## src/rtl/connect4_pkg.sv

```systemverilog
// Shared Connect4 encodings: game FSM state, game status, column type and cursor home.
// Pure declarations; no logic, no latency.
package connect4_pkg;

    typedef enum logic [1:0] {
        GAME_INIT = 2'b00,
        P1_TURN   = 2'b01,
        P2_TURN   = 2'b10,
        END_GAME  = 2'b11
    } state_t;

    typedef enum logic [1:0] {
        STILL_PLAYING = 2'b00,
        P1_WINS       = 2'b01,
        P2_WINS       = 2'b10,
        TIE           = 2'b11
    } game_status_t;

    typedef enum logic {
        MV_IDLE    = 1'b0,
        MV_PENDING = 1'b1
    } move_state_t;

    localparam int NUM_COLS_DEFAULT = 7;
    localparam int COL_W            = 3;

    typedef logic [COL_W-1:0] col_t;

    function automatic col_t home_col(input int num_cols);
        return col_t'(num_cols / 2);
    endfunction

    localparam col_t CURSOR_HOME = home_col(NUM_COLS_DEFAULT);

endpackage

```

## src/rtl/column_select_input_if.sv

```systemverilog
// Move offer channel from the input front end to the game controller.
// Valid/ready: a move transfers on the clock edge where move_valid && move_ready.
interface column_select_input_if;
    import connect4_pkg::*;

    logic move_valid;
    logic move_ready;
    col_t move_col;
    logic move_player;

    modport master (output move_valid, output move_col, output move_player, input move_ready);
    modport slave  (input move_valid, input move_col, input move_player, output move_ready);

endinterface

```

## src/rtl/button_debouncer.sv

```systemverilog
// Raw button -> 2-flop sync -> stability counter -> one-cycle press pulse on debounced rise.
// Latency 2 + DEBOUNCE_CYCLES cycles from raw edge to pulse; no backpressure, pulses are never held.
module button_debouncer #(
    parameter int DEBOUNCE_CYCLES = 250000
) (
    input  logic clock,
    input  logic reset,
    input  logic raw,
    output logic press
);

    localparam int CNT_W = (DEBOUNCE_CYCLES > 2) ? $clog2(DEBOUNCE_CYCLES) : 1;
    localparam logic [CNT_W-1:0] CNT_LAST = CNT_W'(DEBOUNCE_CYCLES - 1);

    logic             meta;
    logic             sync;
    logic             level;
    logic             level_q;
    logic [CNT_W-1:0] cnt;

    always_ff @(posedge clock or posedge reset) begin
        if (reset) begin
            meta    <= 1'b0;
            sync    <= 1'b0;
            level   <= 1'b0;
            level_q <= 1'b0;
            cnt     <= '0;
        end else begin
            meta    <= raw;
            sync    <= meta;
            level_q <= level;
            // Any sample agreeing with the accepted level restarts the stability window.
            if (sync != level) begin
                if (cnt == CNT_LAST) begin
                    level <= sync;
                    cnt   <= '0;
                end else begin
                    cnt <= cnt + 1'b1;
                end
            end else begin
                cnt <= '0;
            end
        end
    end

    assign press = level & ~level_q;

endmodule

```

## src/rtl/column_select_input.sv

```systemverilog
// Connect4 player input: debounced buttons move the cursor and offer one move at a time.
// Press to cursor/move_valid/reject is 1 registered cycle; presses are dropped while a move waits for move_ready.
module column_select_input
    import connect4_pkg::*;
#(
    parameter int DEBOUNCE_CYCLES = 250000,
    parameter int NUM_COLS        = NUM_COLS_DEFAULT
) (
    input  logic                  clock,
    input  logic                  reset,
    input  state_t                state,
    input  game_status_t          game_status,
    input  logic                  btn_left,
    input  logic                  btn_right,
    input  logic                  btn_drop,
    input  logic [NUM_COLS-1:0]   col_full,
    column_select_input_if.master move,
    output col_t                  cursor,
    output logic                  reject
);

    localparam col_t HOME = home_col(NUM_COLS);
    localparam col_t LAST = col_t'(NUM_COLS - 1);

    logic        left_p;
    logic        right_p;
    logic        drop_p;
    logic        playing;
    move_state_t mstate;

    button_debouncer #(.DEBOUNCE_CYCLES(DEBOUNCE_CYCLES)) u_left (
        .clock (clock), .reset (reset), .raw (btn_left),  .press (left_p)
    );
    button_debouncer #(.DEBOUNCE_CYCLES(DEBOUNCE_CYCLES)) u_right (
        .clock (clock), .reset (reset), .raw (btn_right), .press (right_p)
    );
    button_debouncer #(.DEBOUNCE_CYCLES(DEBOUNCE_CYCLES)) u_drop (
        .clock (clock), .reset (reset), .raw (btn_drop),  .press (drop_p)
    );

    assign playing = (game_status == STILL_PLAYING) &&
                     ((state == P1_TURN) || (state == P2_TURN));

    always_ff @(posedge clock or posedge reset) begin
        if (reset) begin
            mstate           <= MV_IDLE;
            cursor           <= HOME;
            reject           <= 1'b0;
            move.move_valid  <= 1'b0;
            move.move_col    <= '0;
            move.move_player <= 1'b0;
        end else begin
            reject <= 1'b0;

            // Cursor sees the same pre-update idle state as the drop logic below.
            if (state == GAME_INIT) begin
                cursor <= HOME;
            end else if ((mstate == MV_IDLE) && playing && (left_p != right_p)) begin
                if (left_p) begin
                    cursor <= (cursor == '0) ? LAST : cursor - col_t'(1);
                end else begin
                    cursor <= (cursor == LAST) ? '0 : cursor + col_t'(1);
                end
            end

            case (mstate)
                MV_IDLE: begin
                    if (drop_p && playing) begin
                        if (col_full[cursor]) begin
                            reject <= 1'b1;
                        end else begin
                            mstate           <= MV_PENDING;
                            move.move_valid  <= 1'b1;
                            move.move_col    <= cursor;
                            move.move_player <= (state == P2_TURN);
                        end
                    end
                end
                MV_PENDING: begin
                    // Completed handshake and abort both retire the offer.
                    if (move.move_ready || !playing) begin
                        mstate          <= MV_IDLE;
                        move.move_valid <= 1'b0;
                    end
                end
                default: mstate <= MV_IDLE;
            endcase
        end
    end

endmodule

```

## src/flat_wrapper.sv

```systemverilog
// flat-port wrapper written by rule: the top's interface ports become plain ports
module column_select_input_flat import connect4_pkg::*;
#(
    parameter int DEBOUNCE_CYCLES = 250000,
    parameter int NUM_COLS        = NUM_COLS_DEFAULT
)
  (clock, reset, state, game_status, btn_left, btn_right, btn_drop, col_full, cursor, reject, move_move_valid, move_move_col, move_move_player, move_move_ready);
  column_select_input_if move_i ();
  input  logic clock;
  input  logic reset;
  input  state_t state;
  input  game_status_t game_status;
  input  logic btn_left;
  input  logic btn_right;
  input  logic btn_drop;
  input  logic [NUM_COLS-1:0] col_full;
  output col_t cursor;
  output logic reject;
  output wire logic [$bits(move_i.move_valid)-1:0] move_move_valid;
  output wire logic [$bits(move_i.move_col)-1:0] move_move_col;
  output wire logic [$bits(move_i.move_player)-1:0] move_move_player;
  input wire logic [$bits(move_i.move_ready)-1:0] move_move_ready;
  assign move_move_valid = move_i.move_valid;
  assign move_move_col = move_i.move_col;
  assign move_move_player = move_i.move_player;
  assign move_i.move_ready = move_move_ready;
  column_select_input #(.DEBOUNCE_CYCLES(DEBOUNCE_CYCLES), .NUM_COLS(NUM_COLS)) u_core (.clock(clock), .reset(reset), .state(state), .game_status(game_status), .btn_left(btn_left), .btn_right(btn_right), .btn_drop(btn_drop), .col_full(col_full), .move(move_i), .cursor(cursor), .reject(reject));
endmodule
```

## config.mk

```make
export PLATFORM = sky130hd
export DESIGN_NAME = column_select_input_flat
export DESIGN_NICKNAME = d
export VERILOG_FILES = /design/src/rtl/connect4_pkg.sv /design/src/rtl/column_select_input_if.sv /design/src/rtl/button_debouncer.sv /design/src/rtl/column_select_input.sv /design/src/flat_wrapper.sv
export SDC_FILE = /design/constraint.sdc
export NUM_CORES = 1
export LEC_CHECK = 0
export ABC_CLOCK_PERIOD_IN_PS = 5320
export CORE_ASPECT_RATIO = 0.6
export CORE_MARGIN = 2
export CORE_UTILIZATION = 50
export DETAILED_ROUTE_END_ITERATION = 10
export PLACE_DENSITY = 0.67
export SETUP_SLACK_MARGIN = 0.05
export SYNTH_ARGS = -nofsm -noshare
export SYNTH_HDL_FRONTEND = slang
export SYNTH_SLANG_ARGS = --single-unit
```

## constraint.sdc

```tcl
create_clock -name clock -period 5.32 [get_ports clock]
set_input_delay 0.798 -clock clock [delete_from_list [all_inputs] [get_ports clock]]
set_output_delay 0.798 -clock clock [all_outputs]
set_load 0.03 [all_outputs]
```

==> Yosys cells after proc, flatten, opt, wreduce, memory -nomap -nowiden <==
Index checks and enable logic that the tools add are counted.
{ "classes": {"n_eq_ne": 13, "magnitude_cmp": 1, "n_bitwise": 8, "mux": 24, "reduce_logical": 16, "n_addsub": 5} }
{ "ops": {"columns": ["cell", "n"], "rows": [
  ["2-to-1 mux 18 bit", 6],
  ["adder 18 x 1 -> 18 bit (second input constant)", 3],
  ["equality test 18 bit (second input constant)", 3],
  ["2-to-1 mux 3 bit", 5],
  ["2-to-1 mux 1 bit", 10],
  ["!= test 2 bit (second input constant)", 3],
  ["AND reduction 2 bit", 3],
  ["AND reduction 3 bit", 2],
  ["NOT 1 bit", 5],
  ["logical AND 1 bit", 4],
  ["zero test 2 bit", 2],
  ["< comparator 3 x 4 -> 1 bit (second input constant)", 1],
  ["!= test 1 bit", 4],
  ["one-hot mux 1 bit (2 select lines)", 2],
  ["adder 3 x 1 -> 3 bit (second input constant)", 1],
  ["bitwise AND 1 bit", 3],
  ["binary-select mux 1 bit (select 3 bit)", 1],
  ["equality test 3 bit (second input constant)", 1],
  ["zero test 3 bit", 1],
  ["subtractor 3 x 1 -> 3 bit (second input constant)", 1],
  ["equality test 2 x 1 -> 1 bit (second input constant)", 1],
  ["equality test 2 bit (second input constant)", 1],
  ["logical OR 1 bit", 2],
  ["nonzero test 2 bit", 1],
  ["zero test 1 bit", 1]
]} }
{ "totals": {"output_inout_bits": 9, "reg_bits": 76, "wordCells": 88, "inputBits": 17} }

==> Longest topological paths before layout <==
{ "logic_depth": {"ltp_word": 7, "depth_mapped": 7, "depth_no_buf": 6} }

==> Cells and area by module <==
Synthesis repeated with hierarchy kept, for this count alone.
{ "hier_totals": {"cells_unflattened": 387, "hier_area_um2": 3998.8} }
{ "by_module_without_submodules": {"columns": ["module", "cells_each", "area_per_inst_um2", "instances", "seq_area_each_um2"], "rows": [
  ["button_debouncer", 106, 1087.3, 3, 550.5],
  ["column_select_input", 69, 737.0, 1, 252.7]
]} }

==> Least setup slack after synthesis <==
Ideal clock, no wire load.
{ "synth_timing": {"path_kind": "input -> register", "start": "input state[0]", "end": "register u_core.move.move_col[0]", "slack_ps": 2913, "path_stages": 7, "required_ps": 5195, "path_buffers": 1, "arrival_ps": 2283, "setup_ps": 125, "path_cell_list": "inv_1 ha_1 or4b_1 clkbuf_1 nor3b_2 o31ai_2 mux2_2"} }
{ "synth_via": {"elab_chain_cells": 5, "word_cells_on_any_way": 6, "cone_classes": "eq/ne: 2; reduce/logical: 4"} }
{ "synth_lines": {"columns": ["item", "line", "text"], "rows": [
  ["start, declared", "flat_wrapper.sv:11", "input state_t state;"],
  ["equality test 2 x 1 -> 1 bit / equality test 2 bit (equally long branches)", "column_select_input.sv:42", "((state == P1_TURN) || (state == P2_TURN));"],
  ["logical OR 1 bit *", "column_select_input.sv:42", null],
  ["logical AND 1 bit *", "column_select_input.sv:41", "assign playing = (game_status == STILL_PLAYING) &&"],
  ["logical AND 1 bit *", "column_select_input.sv:68", "if (drop_p && playing) begin"],
  ["AND reduction 3 bit (no line) *", null, null],
  ["end signal, assigned", "column_select_input.sv:74", "move.move_col <= cursor;"],
  ["end, declared", "column_select_input_if.sv:11", "modport master (output move_valid, output move_col, output move_player, input move_ready);"]
]} }
Mark *: on every way between the ends. The rest lies on a longest branch, timed or not.
A chain may end at the register's enable or synchronous reset.

==> Worst setup path after layout <==
{ "layout_timing": {"start": "input state[1]", "end": "register u_core.move.move_player"} }
{ "layout_via": {"elab_chain_cells": 5, "word_cells_on_any_way": 6, "cone_classes": "eq/ne: 2; reduce/logical: 4"} }
{ "layout_lines": {"columns": ["item", "line", "text"], "rows": [
  ["equality test 2 x 1 -> 1 bit / equality test 2 bit (equally long branches)", "column_select_input.sv:42, column_select_input.sv:75", null],
  ["logical OR 1 bit", "column_select_input.sv:42", null],
  ["logical AND 1 bit", "column_select_input.sv:41", null],
  ["logical AND 1 bit", "column_select_input.sv:68", null],
  ["AND reduction 3 bit (no line)", null, null],
  ["end signal, assigned", "column_select_input.sv:75", "move.move_player <= (state == P2_TURN);"],
  ["end, declared", "column_select_input_if.sv:11", null]
]} }
Parallel ways exist; a longest one is shown, timed or not.

==> results by group <==
Outcome
  • Outcome: finished clean

Pwr
  • PwrDens: 293 nW/um2
  • Clock Power Share: 51.3%
  • Combinational Power Share: 3.7%
  • Switch share: 19.9%
  • Maximum vdd drop: 0.176 mV
  • Leakage power: 0.00186 uW
  • Cell Int Power: 1050 uW
  • Sequential Power Share: 45.1%
  • Sw Pwr: 261 uW

Placement
  • Placed instance count: 494
  • Pre-CTS setup slack: 2250 ps
  • DP HPWL: 5000 um
  • Port Buffer Count: 25
  • Gpl congestion: 0.817
  • Cell area after placement: 4160 um2

STA
  • Worst slew pin tran: 980 ps
  • Final Hold Violating Endpoints: 0
  • Setup TNS: 0 ps
  • Final setup margin: 2600 ps
  • Relative slew slack: 34.4%
  • Fmax: 367 MHz
  • RSZ-0062 raised after global routing: no
  • Setup-failing EPs final: 0
  • Clock period minus final worst setup slack: 2720 ps
  • Final slew viol count: 0
  • Final critical-path share of the clock period: 51.2%
  • Worst Clk Skew: 6.62 ps

Critical path
  • Critical path launch point type: input port
  • Crit path DAT: 2930 ps
  • Critical Path Sink Type: register
  • Crit path required time: 5530 ps
  • CP Class: in2reg
  • CP max FO: 8

Drt
  • ANT nets after route: 0
  • Drt first pass iters: 4
  • Detailed Route WL: 7260 um
  • Routed via count: 2785
  • Routed wire length per instance: 14.2 um
  • Residual DRC: 0
  • Initial DRC count: 166
  • Vias/cell: 5.46

Yosys
  • Seq/Total Area, Yosys: 50.3%
  • Synthesis warning total: 0
  • Number of synthesized flops with an enable pin: 0
  • Syn_nets: 397
  • Commonest register cell after synthesis: dfrtp_1
  • Post-synthesis cell area: 3790 um2
  • Syn Area/Cell: 10.2 um2
  • Post-synthesis cell count: 370
  • Async S/R FF share, synth: 100%
  • Distinct cells, synth: 46
  • Number of synthesized register bits: 76

Finish
  • Antenna Cells: 0
  • Final std cells w/o fill: 510
  • Fraction of layout cells with a size suffix above 1: 9.36%
  • Area of the multi-input gates: 1790 um2
  • Fillers: 587
  • Post-route cell area: 4490 um2
  • Post-synthesis to final-layout area growth: 18.7%
  • Final core utilization: 61.6%
  • Post-layout nets: 428
  • FF+latch area: 1900 um2

Global route
  • Global-route usage over all layers: 19.9%
  • Initial antenna violation count: 0
  • Vias in the first global route: 2836
  • Largest net degree at the start of global routing: 41
  • Total congestion overflow: 0
  • First-pass GRT wire length: 12900 um

Floorplan
  • Die width: 116 um
  • Die height: 71.4 um
  • I/O pin count: 26
  • Core area: 7300 um2
  • Die area: 8310 um2
  • # rows: 24
  • Starting density of the core: 51.9%

CTS
  • Clk_lat worst skew: 330 ps
  • Num CTS Buffers: 9
  • Hold_buf cts: 0
  • CTS root buf: clkbuf_16
  • CTS H-tree lvls: 3
  • Maximum clock path buffer count: 2
  • CTS tree: done
  • Clock-pin slew on the worst setup and hold paths: 60 ps
  • Post-CTS setup repair buffer count: 0
  • Clk sink count: 76
  • CTS resizes: 0

Job
  • Max-cap violations: 0

Hold path
  • Min-Delay Path Class: reg2reg
area by class of cell:
cell class	instances	share of cell area (%)
Timing Repair Buffer	27	5.90
Clock buffer	12	5.93
Inverter	18	1.50
Multi-Input combinational cell	269	39.8
Sequential cell	76	42.4
Tap cell	104	2.90
Clock inverter	4	1.56
metal layers:
layer | GRT usage, % | wire [um]
met5 | 0 | 0
met3 | 7.11 | 326
met1 | 27.3 | 3650
met4 | 7.28 | 42
met2 | 29.4 | 3250
cells in the mapped netlist (all sizes together) (2+ instances only):
cell type	number	area share (%)
and3	3	0.50
clkbuf	5	0.50
mux2	8	2.4
nand2b	6	0.99
nor4	20	3.3
xor2	8	1.9
dfstp	2	1.4
nand4	13	2.1
a21oi	8	1.1
nand3	20	2.8
o31ai	3	0.73
buf	2	0.43
o21ai	5	0.96
nor2b	4	0.66
o41ai	4	1.3
nor3	12	1.6
mux2i	4	1.1
or4b	3	0.79
or4	5	1.1
or3	2	0.33
inv	18	1.8
nor2	62	6.1
xnor2	39	9.0
nor4b	3	0.69
nand2	15	1.5
ha	10	3.3
dfrtp	74	49
sequential cells by signal, summed over array words and instances (netlist names), 3 cells and up:
signal and flops:
u_core.u_right.cnt 18, u_core.cursor 3, u_core.u_drop.cnt 18, u_core.move.move_col 3, u_core.u_left.cnt 18
cells in the final DEF (no fill, tap or decap), types with 3 or more instances in the layout:
| cell type | instances |
|---|---|
| mux2i_1 | 4 |
| inv_1 | 17 |
| nor3_1 | 12 |
| nand3_1 | 19 |
| a21oi_1 | 8 |
| clkdlybuf4s50_1 | 25 |
| nand2b_1 | 6 |
| xor2_1 | 8 |
| ha_1 | 10 |
| nor2_1 | 62 |
| nand4_1 | 13 |
| clkbuf_8 | 3 |
| and3_1 | 3 |
| nor4b_1 | 3 |
| dfrtp_1 | 74 |
| nand2_1 | 15 |
| o21ai_0 | 4 |
| nor4_1 | 20 |
| mux2_2 | 8 |
| nor2b_1 | 4 |
| or4_1 | 4 |
| xnor2_1 | 39 |
| clkbuf_16 | 9 |
through the flow:
stage / hold slack [ps] / power, uW
floorplan: 331 / 631
global placement: 333 / 652
detailed placement: 336 / 653
CTS: 345 / 1330
global route: 355 / 1370
finish: 347 / 1320
worst paths after layout:
kind	start	endpoint	slack, ps	cells past startpoint
worst min register to register	u_core.u_left.meta	u_core.u_left.sync	350	0
worst max register to register	u_core.u_right.cnt[0]	u_core.u_right.cnt[10]	3060	4
worst max-delay path	state[1]	u_core.move.move_player	2600	7
min in group asynchronous	reset	u_core.u_drop.cnt[8]	940	2
max in group asynchronous	reset	u_core.u_drop.cnt[15]	3400	3
worst min-delay path	u_core.u_left.meta	u_core.u_left.sync	350	0
logic make-up after synthesis:
group / count (synthesis) / share of synthesized area [%]
flops: 76 / 50.3
buf+inv: 25 / 2.71
mux: 12 / 3.44
xor+xnor: 47 / 10.9
compound gates: 27 / 5.68
fa+ha+maj: 10 / 3.30
simple gates: 173 / 23.7
critical path, stage by stage:
cell and delay [ps]:
clkdlybuf4s50_1 480, inv_1 50, ha_1 270, or4b_1 600
nor3b_2 270, o31ai_2 160, mux2_2 300
power by group through the flow:
stage                     registers, uW  logic [uW]  clock network (uW)
after floorplan                     602        29.6                   0
after global placement              603        48.9                   0
final                               593        48.3                 675
after global routing                594        56.3                 715
after CTS                           593        50.1                 688
after detailed placement            603        50.0                   0
Power figures use the tool's default switching activity.
